## src/rtl/t07_spi_esp32_rx.sv

```systemverilog
// -----------------------------------------------------------------------------
// t07_spi_esp32_rx
// Quad-lane (parametrisable) ESP32 SPI receiver.
// LANES-bit beats are deserialised MSB-first into WORD_W-bit words while
// cs_n_in is low. The first word of each chip-select frame is a header whose
// low ADDR_W bits give the start register address. Each following word
// produces a one-cycle write strobe at an auto-incrementing address that
// wraps from 2**ADDR_W-1 back to ADDR_MIN.
//
// Optional feature macro: T07_SPI_RX_PARITY_EN
//   When defined, every word (header included) is followed by one parity beat.
//   Lane i of that beat is the XOR of bit i over the word's data beats.
//
// Ports:
//   clk        system clock, also forwarded on sclk_out
//   rst        asynchronous reset, active-high
//   esp_in     LANES data lanes from the ESP32
//   cs_n_in    chip select, active-low
//   cs_n_out   combinational copy of cs_n_in
//   sclk_out   copy of clk
//   wr_en      one-cycle write strobe to the register file
//   wr_addr    write address, valid with wr_en
//   wr_data    write data, valid with wr_en
//   busy       high while a frame is being received (HEADER or DATA)
//   frame_done one-cycle pulse on a clean end of frame
//   frame_err  one-cycle pulse when the frame ends mid-word
//   par_err    one-cycle pulse on a parity mismatch (0 without the feature)
// -----------------------------------------------------------------------------
module t07_spi_esp32_rx #(
   parameter int LANES    = 4,
   parameter int WORD_W   = 32,
   parameter int ADDR_W   = 5,
   parameter int ADDR_MIN = 1
) (
   input  logic              clk,
   input  logic              rst,
   input  logic [LANES-1:0]  esp_in,
   input  logic              cs_n_in,
   output logic              cs_n_out,
   output logic              sclk_out,
   output logic              wr_en,
   output logic [ADDR_W-1:0] wr_addr,
   output logic [WORD_W-1:0] wr_data,
   output logic              busy,
   output logic              frame_done,
   output logic              frame_err,
   output logic              par_err
);

   localparam int BEATS = WORD_W / LANES;
`ifdef T07_SPI_RX_PARITY_EN
   localparam int PAR_BEATS = 1;
`else
   localparam int PAR_BEATS = 0;
`endif
   localparam int CNT_W = $clog2(BEATS + 1);
   // Beat index that completes a word (data beats plus optional parity beat).
   localparam logic [CNT_W-1:0] LAST = CNT_W'(BEATS + PAR_BEATS - 1);

   typedef enum logic [1:0] {IDLE, HEADER, DATA} state_t;

   state_t            state, state_nxt;
   logic [CNT_W-1:0]  cnt, cnt_nxt;
   logic [WORD_W-1:0] shreg, shreg_nxt;
   logic [ADDR_W-1:0] addr, addr_nxt;
   // armed: cs_n_in has been seen high since reset or since a header parity
   // failure, so a falling chip select may start a new frame.
   logic              armed, armed_nxt;
   logic              wr_en_nxt, frame_done_nxt, frame_err_nxt;
   logic [ADDR_W-1:0] wr_addr_nxt;
   logic [WORD_W-1:0] wr_data_nxt;

   logic [WORD_W-1:0] shreg_shift;
   logic [WORD_W-1:0] word;
   logic              capture;
   logic              word_end;
   logic              shift_en;
   logic              par_ok;

   assign cs_n_out = cs_n_in;
   assign sclk_out = clk;
   assign busy     = (state != IDLE);

   assign shreg_shift = (shreg << LANES) | WORD_W'(esp_in);
   assign capture     = !cs_n_in && ((state != IDLE) || armed);
   assign word_end    = capture && (cnt == LAST);

`ifdef T07_SPI_RX_PARITY_EN
   function automatic logic [LANES-1:0] lane_par(input logic [WORD_W-1:0] w);
      logic [LANES-1:0] p;
      p = '0;
      for (int k = 0; k < BEATS; k++) p ^= w[k*LANES +: LANES];
      return p;
   endfunction

   // The parity beat is not shifted in, so shreg already holds the full word.
   assign shift_en = (cnt != CNT_W'(BEATS));
   assign word     = shreg;
   assign par_ok   = (esp_in == lane_par(shreg));

   always_ff @(posedge clk or posedge rst) begin
      if (rst) par_err <= 1'b0;
      else     par_err <= word_end && !par_ok;
   end
`else
   // The word completes on the edge of its last beat, so use the shifted value.
   assign shift_en = 1'b1;
   assign word     = shreg_shift;
   assign par_ok   = 1'b1;
   assign par_err  = 1'b0;
`endif

   // NOTE: sequential state uses non-blocking assignments so every register
   // samples the pre-edge values regardless of statement order.
   always_ff @(posedge clk or posedge rst) begin
      if (rst) begin
         state      <= IDLE;
         cnt        <= '0;
         shreg      <= '0;
         addr       <= '0;
         armed      <= 1'b0;
         wr_en      <= 1'b0;
         wr_addr    <= '0;
         wr_data    <= '0;
         frame_done <= 1'b0;
         frame_err  <= 1'b0;
      end else begin
         state      <= state_nxt;
         cnt        <= cnt_nxt;
         shreg      <= shreg_nxt;
         addr       <= addr_nxt;
         armed      <= armed_nxt;
         wr_en      <= wr_en_nxt;
         wr_addr    <= wr_addr_nxt;
         wr_data    <= wr_data_nxt;
         frame_done <= frame_done_nxt;
         frame_err  <= frame_err_nxt;
      end
   end

   // NOTE: every output of this block gets a default first, so no path can
   // leave a signal unassigned and infer a latch.
   always_comb begin
      state_nxt      = state;
      cnt_nxt        = cnt;
      shreg_nxt      = shreg;
      addr_nxt       = addr;
      armed_nxt      = armed | cs_n_in;
      wr_en_nxt      = 1'b0;
      wr_addr_nxt    = wr_addr;
      wr_data_nxt    = wr_data;
      frame_done_nxt = 1'b0;
      frame_err_nxt  = 1'b0;

      if ((state != IDLE) && cs_n_in) begin
         // Chip select released: clean only on a word boundary after the header.
         state_nxt = IDLE;
         cnt_nxt   = '0;
         if (cnt != '0)         frame_err_nxt  = 1'b1;
         else if (state == DATA) frame_done_nxt = 1'b1;
      end else if (capture) begin
         if (shift_en) shreg_nxt = shreg_shift;
         if (cnt == LAST) begin
            cnt_nxt = '0;
            if (state == DATA) begin
               if (par_ok) begin
                  wr_en_nxt   = 1'b1;
                  wr_addr_nxt = addr;
                  wr_data_nxt = word;
               end
               // Address advances even when a bad word is dropped.
               addr_nxt = (addr == '1) ? ADDR_W'(ADDR_MIN) : addr + ADDR_W'(1);
            end else if (par_ok) begin
               addr_nxt  = word[ADDR_W-1:0];
               state_nxt = DATA;
            end else begin
               // Bad header: ignore the rest of the frame until cs_n_in rises.
               state_nxt = IDLE;
               armed_nxt = 1'b0;
            end
         end else begin
            cnt_nxt = cnt + CNT_W'(1);
            if (state == IDLE) state_nxt = HEADER;
         end
      end
   end

endmodule

```

## config.mk

```make
export PLATFORM = sky130hd
export DESIGN_NAME = t07_spi_esp32_rx
export DESIGN_NICKNAME = d
export VERILOG_FILES = /design/src/rtl/t07_spi_esp32_rx.sv
export SDC_FILE = /design/constraint.sdc
export NUM_CORES = 1
export LEC_CHECK = 0
export ABC_AREA = 1
export BUFFER_PORTS_ARGS = -buffer_cell sky130_fd_sc_hd__buf_2
export CAP_MARGIN = 20
export CORE_ASPECT_RATIO = 0.9
export CORE_UTILIZATION = 51
export CTS_CLUSTER_SIZE = 24
export DETAILED_ROUTE_END_ITERATION = 16
export PLACE_DENSITY = 0.87
export SLEW_MARGIN = 20
export SYNTH_ARGS = -nofsm -noshare
export SYNTH_HDL_FRONTEND = slang
export SYNTH_SLANG_ARGS = --single-unit
export TNS_END_PERCENT = 50
```

## constraint.sdc

```tcl
create_clock -name clk -period 2.1 [get_ports clk]
set_input_delay 0.105 -clock clk [delete_from_list [all_inputs] [get_ports clk]]
set_output_delay 0.105 -clock clk [all_outputs]
set_load 0.01 [all_outputs]
```

==> impl_metrics.yaml <==
detailed_routing:
  wl_met3_um: 345
  ant_nets: 0
  wire_per_inst_um: 13.2
  drtPass1Iterations: 4
  top_layer_used: "met4"
  routed_wl_um: 6650
  via_count: 2548
  drtIter0Drc: 170
  route.met2.wl_um: 3150
  viasPerCell: 5.05
  m1WireLength_um: 3060
  drc_errors: 0
critical_path:
  max_stage_delay_ps: 440
  worstPathArrival_ps: 1990
  worst_path_most_repeated_cell: "o21ai_0"
  worst_ep_required_time_ps: 2440
  critPathTopFamily: "adder cells"
  crit_type: "reg2reg"
  cp.buffers_inverters: 0
  path_max_fanout: 4
  worst_setup_path_start_kind: "flop"
  crit_path_top_delay_cell: "dfrtp_1"
  crit_path_cell_trace: "ha_1 > nand2_1 > nor2_1 > ha_1 > o21ai_0 > o21ai_0 > nand2_1 > o21ai_0"
  end_kind: "flop"
yosys:
  synth_warnings: 0
  synthesis.area_mm2: 0.00343
  synth_xor_area_frac: 0.00255
  synth_seq_cells: 80
  synthAdderAreaFrac: 0.0146
  avgSynthCellArea_um2: 9.67
  syn-num-nets: 366
  synth_top_family_by_area: "simple AND/OR/NAND/NOR gates"
  synth_cell_types: 27
  yosys.area_share.simple: 0.164
  synth-compound-area-share: 0.140
  ys_seq_area_frac: 0.583
  syn_inst: 355
  synth.area.mux_share: 0
power_and_ir_drop:
  p_per_area_mw_per_mm2: 1100
  p_leak_nw: 2.12
  p_switching_mw: 1.46
  seqPwrFrac: 0.465
  p_int_mw: 2.98
  swShare: 0.330
  total_power_mw: 4.44
  pwr-share-comb: 0.239
  vdd_drop_max_mv: 0.615
  clkPwrFrac: 0.296
placement:
  placedCellCount: 481
  place_hpwl_um: 4430
  gp_congestion: 0.893
  place_area_mm2: 0.00373
  port_buffers: 49
timing:
  post-route-min-period_ps: 1650
  slew_violations: 0
  worstMarginPinSlew_ps: 726
  max_freq_ghz: 0.606
  finalHoldViolations: 0
  clock_skew_ps: 9.85
  finalCritPeriodShare: 0.785
  tns_ps: 0
  max_slew_margin: 0.515
  rsz0062_at_grt: "false"
  setup_viol: 0
clock_network:
  insertion_delay_ps: 460
  cts.repair.resized: 0
  cts.reportedPaths.clkPinSlew_ps: 80
  tritoncts: "built"
final_layout:
  stdcell_area_mm2: 0.00402
  drive_gt1_frac: 0.270
  nets: 424
  areaGrowthSynthToFinish_pct: 17.1
  insertedDiodeCount: 0
  fill_cells: 511
  final_cells: 505
die:
  rows: 27
  ios: 51
  start_util: 0.544
  die_y_um: 79.9
  die-area_mm2: 0.00707
  core-area_mm2: 0.00632
  die_w_um: 88.5
global_routing:
  grt_overflow: 0
  antenna_found_initial: 0
  grt_start_max_net_pins: 57
  grt_pass1_wl_um: 11400
  track_usage: 0.217
  first_global_vias: 2474
run:
  drv_cap: 0
outcome:
  status: "finished, final reports clean"
worst_hold_path:
  hp-class: "in2reg"
## cells in the mapped netlist, drive strengths merged
master	number	share of area
clkinv	1	0.0015
conb	1	0.0011
nor2	6	0.0095
or2	1	0.0018
nand2	108	0.12
buf	16	0.042
nand4	4	0.0073
nor3	2	0.0044
nand3	9	0.018
ha	4	0.015
xnor2	1	0.0026
dfrtp	80	0.58
a31oi	1	0.0018
inv	47	0.051
o21ai	74	0.14
## kinds of logic (layout without fill, tap and decap cells)
kind of cell / after synthesis / count (layout)
XOR/XNOR: 1 / 1
flip-flops: 80 / 80
AO/OA/AOI/OAI: 75 / 75
AND/OR/NAND/NOR: 130 / 130
adder cells (fa/ha/maj): 4 / 4
other: 1 / 1
buffers and inverters: 64 / 127
## power groups by stage
stage,Combinational (mW),Clock [mW],Sequential (mW)
2_1_floorplan,0.674,0.0392,2.11
3_3_place_gp,1.00,0.0288,2.08
3_5_place_dp,1.05,0.0288,2.08
4_1_cts,1.07,1.32,2.06
5_1_grt,1.21,1.40,2.10
6_report,1.06,1.31,2.06
## per-stage QoR
stage	util	hold WS (ps)	setup WS, ps
global placement	0.591	206	587
CTS	0.637	22.5	476
finish	0.637	27.3	451
global route	0.637	51.8	329
floorplan	-	197	768
detailed placement	0.591	206	516
## worst paths after layout
kind | start | end | slack, ps | cells past startpoint
max | addr[0] | addr[0] | 450 | 8
min | cs_n_in | armed | 30 | 3
max reg2reg | addr[0] | addr[0] | 450 | 8
min reg2reg | shreg[27] | wr_data[31] | 480 | 2
max in group asynchronous | rst | wr_data[17] | 1030 | 4
min in group asynchronous | rst | addr[1] | 310 | 3
## layer usage
| metal | vias up | GRT usage |
|---|---|---|
| li1 | 1232 | - |
| met1 | 1231 | 0.286 |
| met2 | 76 | 0.332 |
| met3 | 9 | 0.0693 |
| met4 | 0 | 0.0855 |
| met5 | - | 0 |
## final cells by class
| type | instances | area [um2] | share of cell area |
|---|---|---|---|
| flip-flops and latches | 80 | 2000 | 0.498 |
| multi-input cells | 211 | 1110 | 0.276 |
| repair buffers | 59 | 373 | 0.0927 |
| clock buffers | 15 | 188 | 0.0467 |
| inverters | 48 | 185 | 0.0460 |
| well taps | 87 | 109 | 0.0271 |
| clock inverters | 5 | 56.3 | 0.0140 |
## tightest hold or removal path, cell delays in order
cell,delay [ps]
buf_2,140
inv_1,130
nand2_1,80
## state kept, by name, summed over array words and instances (netlist names), 2 cells and up
register / flops
state: 2
cnt: 4
addr: 5
wr_addr: 5
wr_data: 32
shreg: 28
## cells in the final DEF (no fill, tap or decap), types with 3 or more instances in the layout
| master | n |
|---|---|
| nand4_1 | 4 |
| nand3_1 | 7 |
| dfrtp_1 | 80 |
| dlygate4sd3_1 | 5 |
| buf_12 | 3 |
| o21ai_1 | 27 |
| nand2_1 | 105 |
| buf_2 | 49 |
| o21ai_0 | 19 |
| clkinv_2 | 3 |
| nor2_1 | 4 |
| buf_4 | 3 |
| o21ai_2 | 28 |
| inv_1 | 45 |
| ha_1 | 4 |
| clkbuf_8 | 13 |
## what timing repair did
action	CTS	global route
hold buffers	5	0
hold endpoints to repair	40	0
buffers inserted	0	0
endpoints found under the setup margin	0	0
No activity file was read; power rests on OpenSTA's default activity.
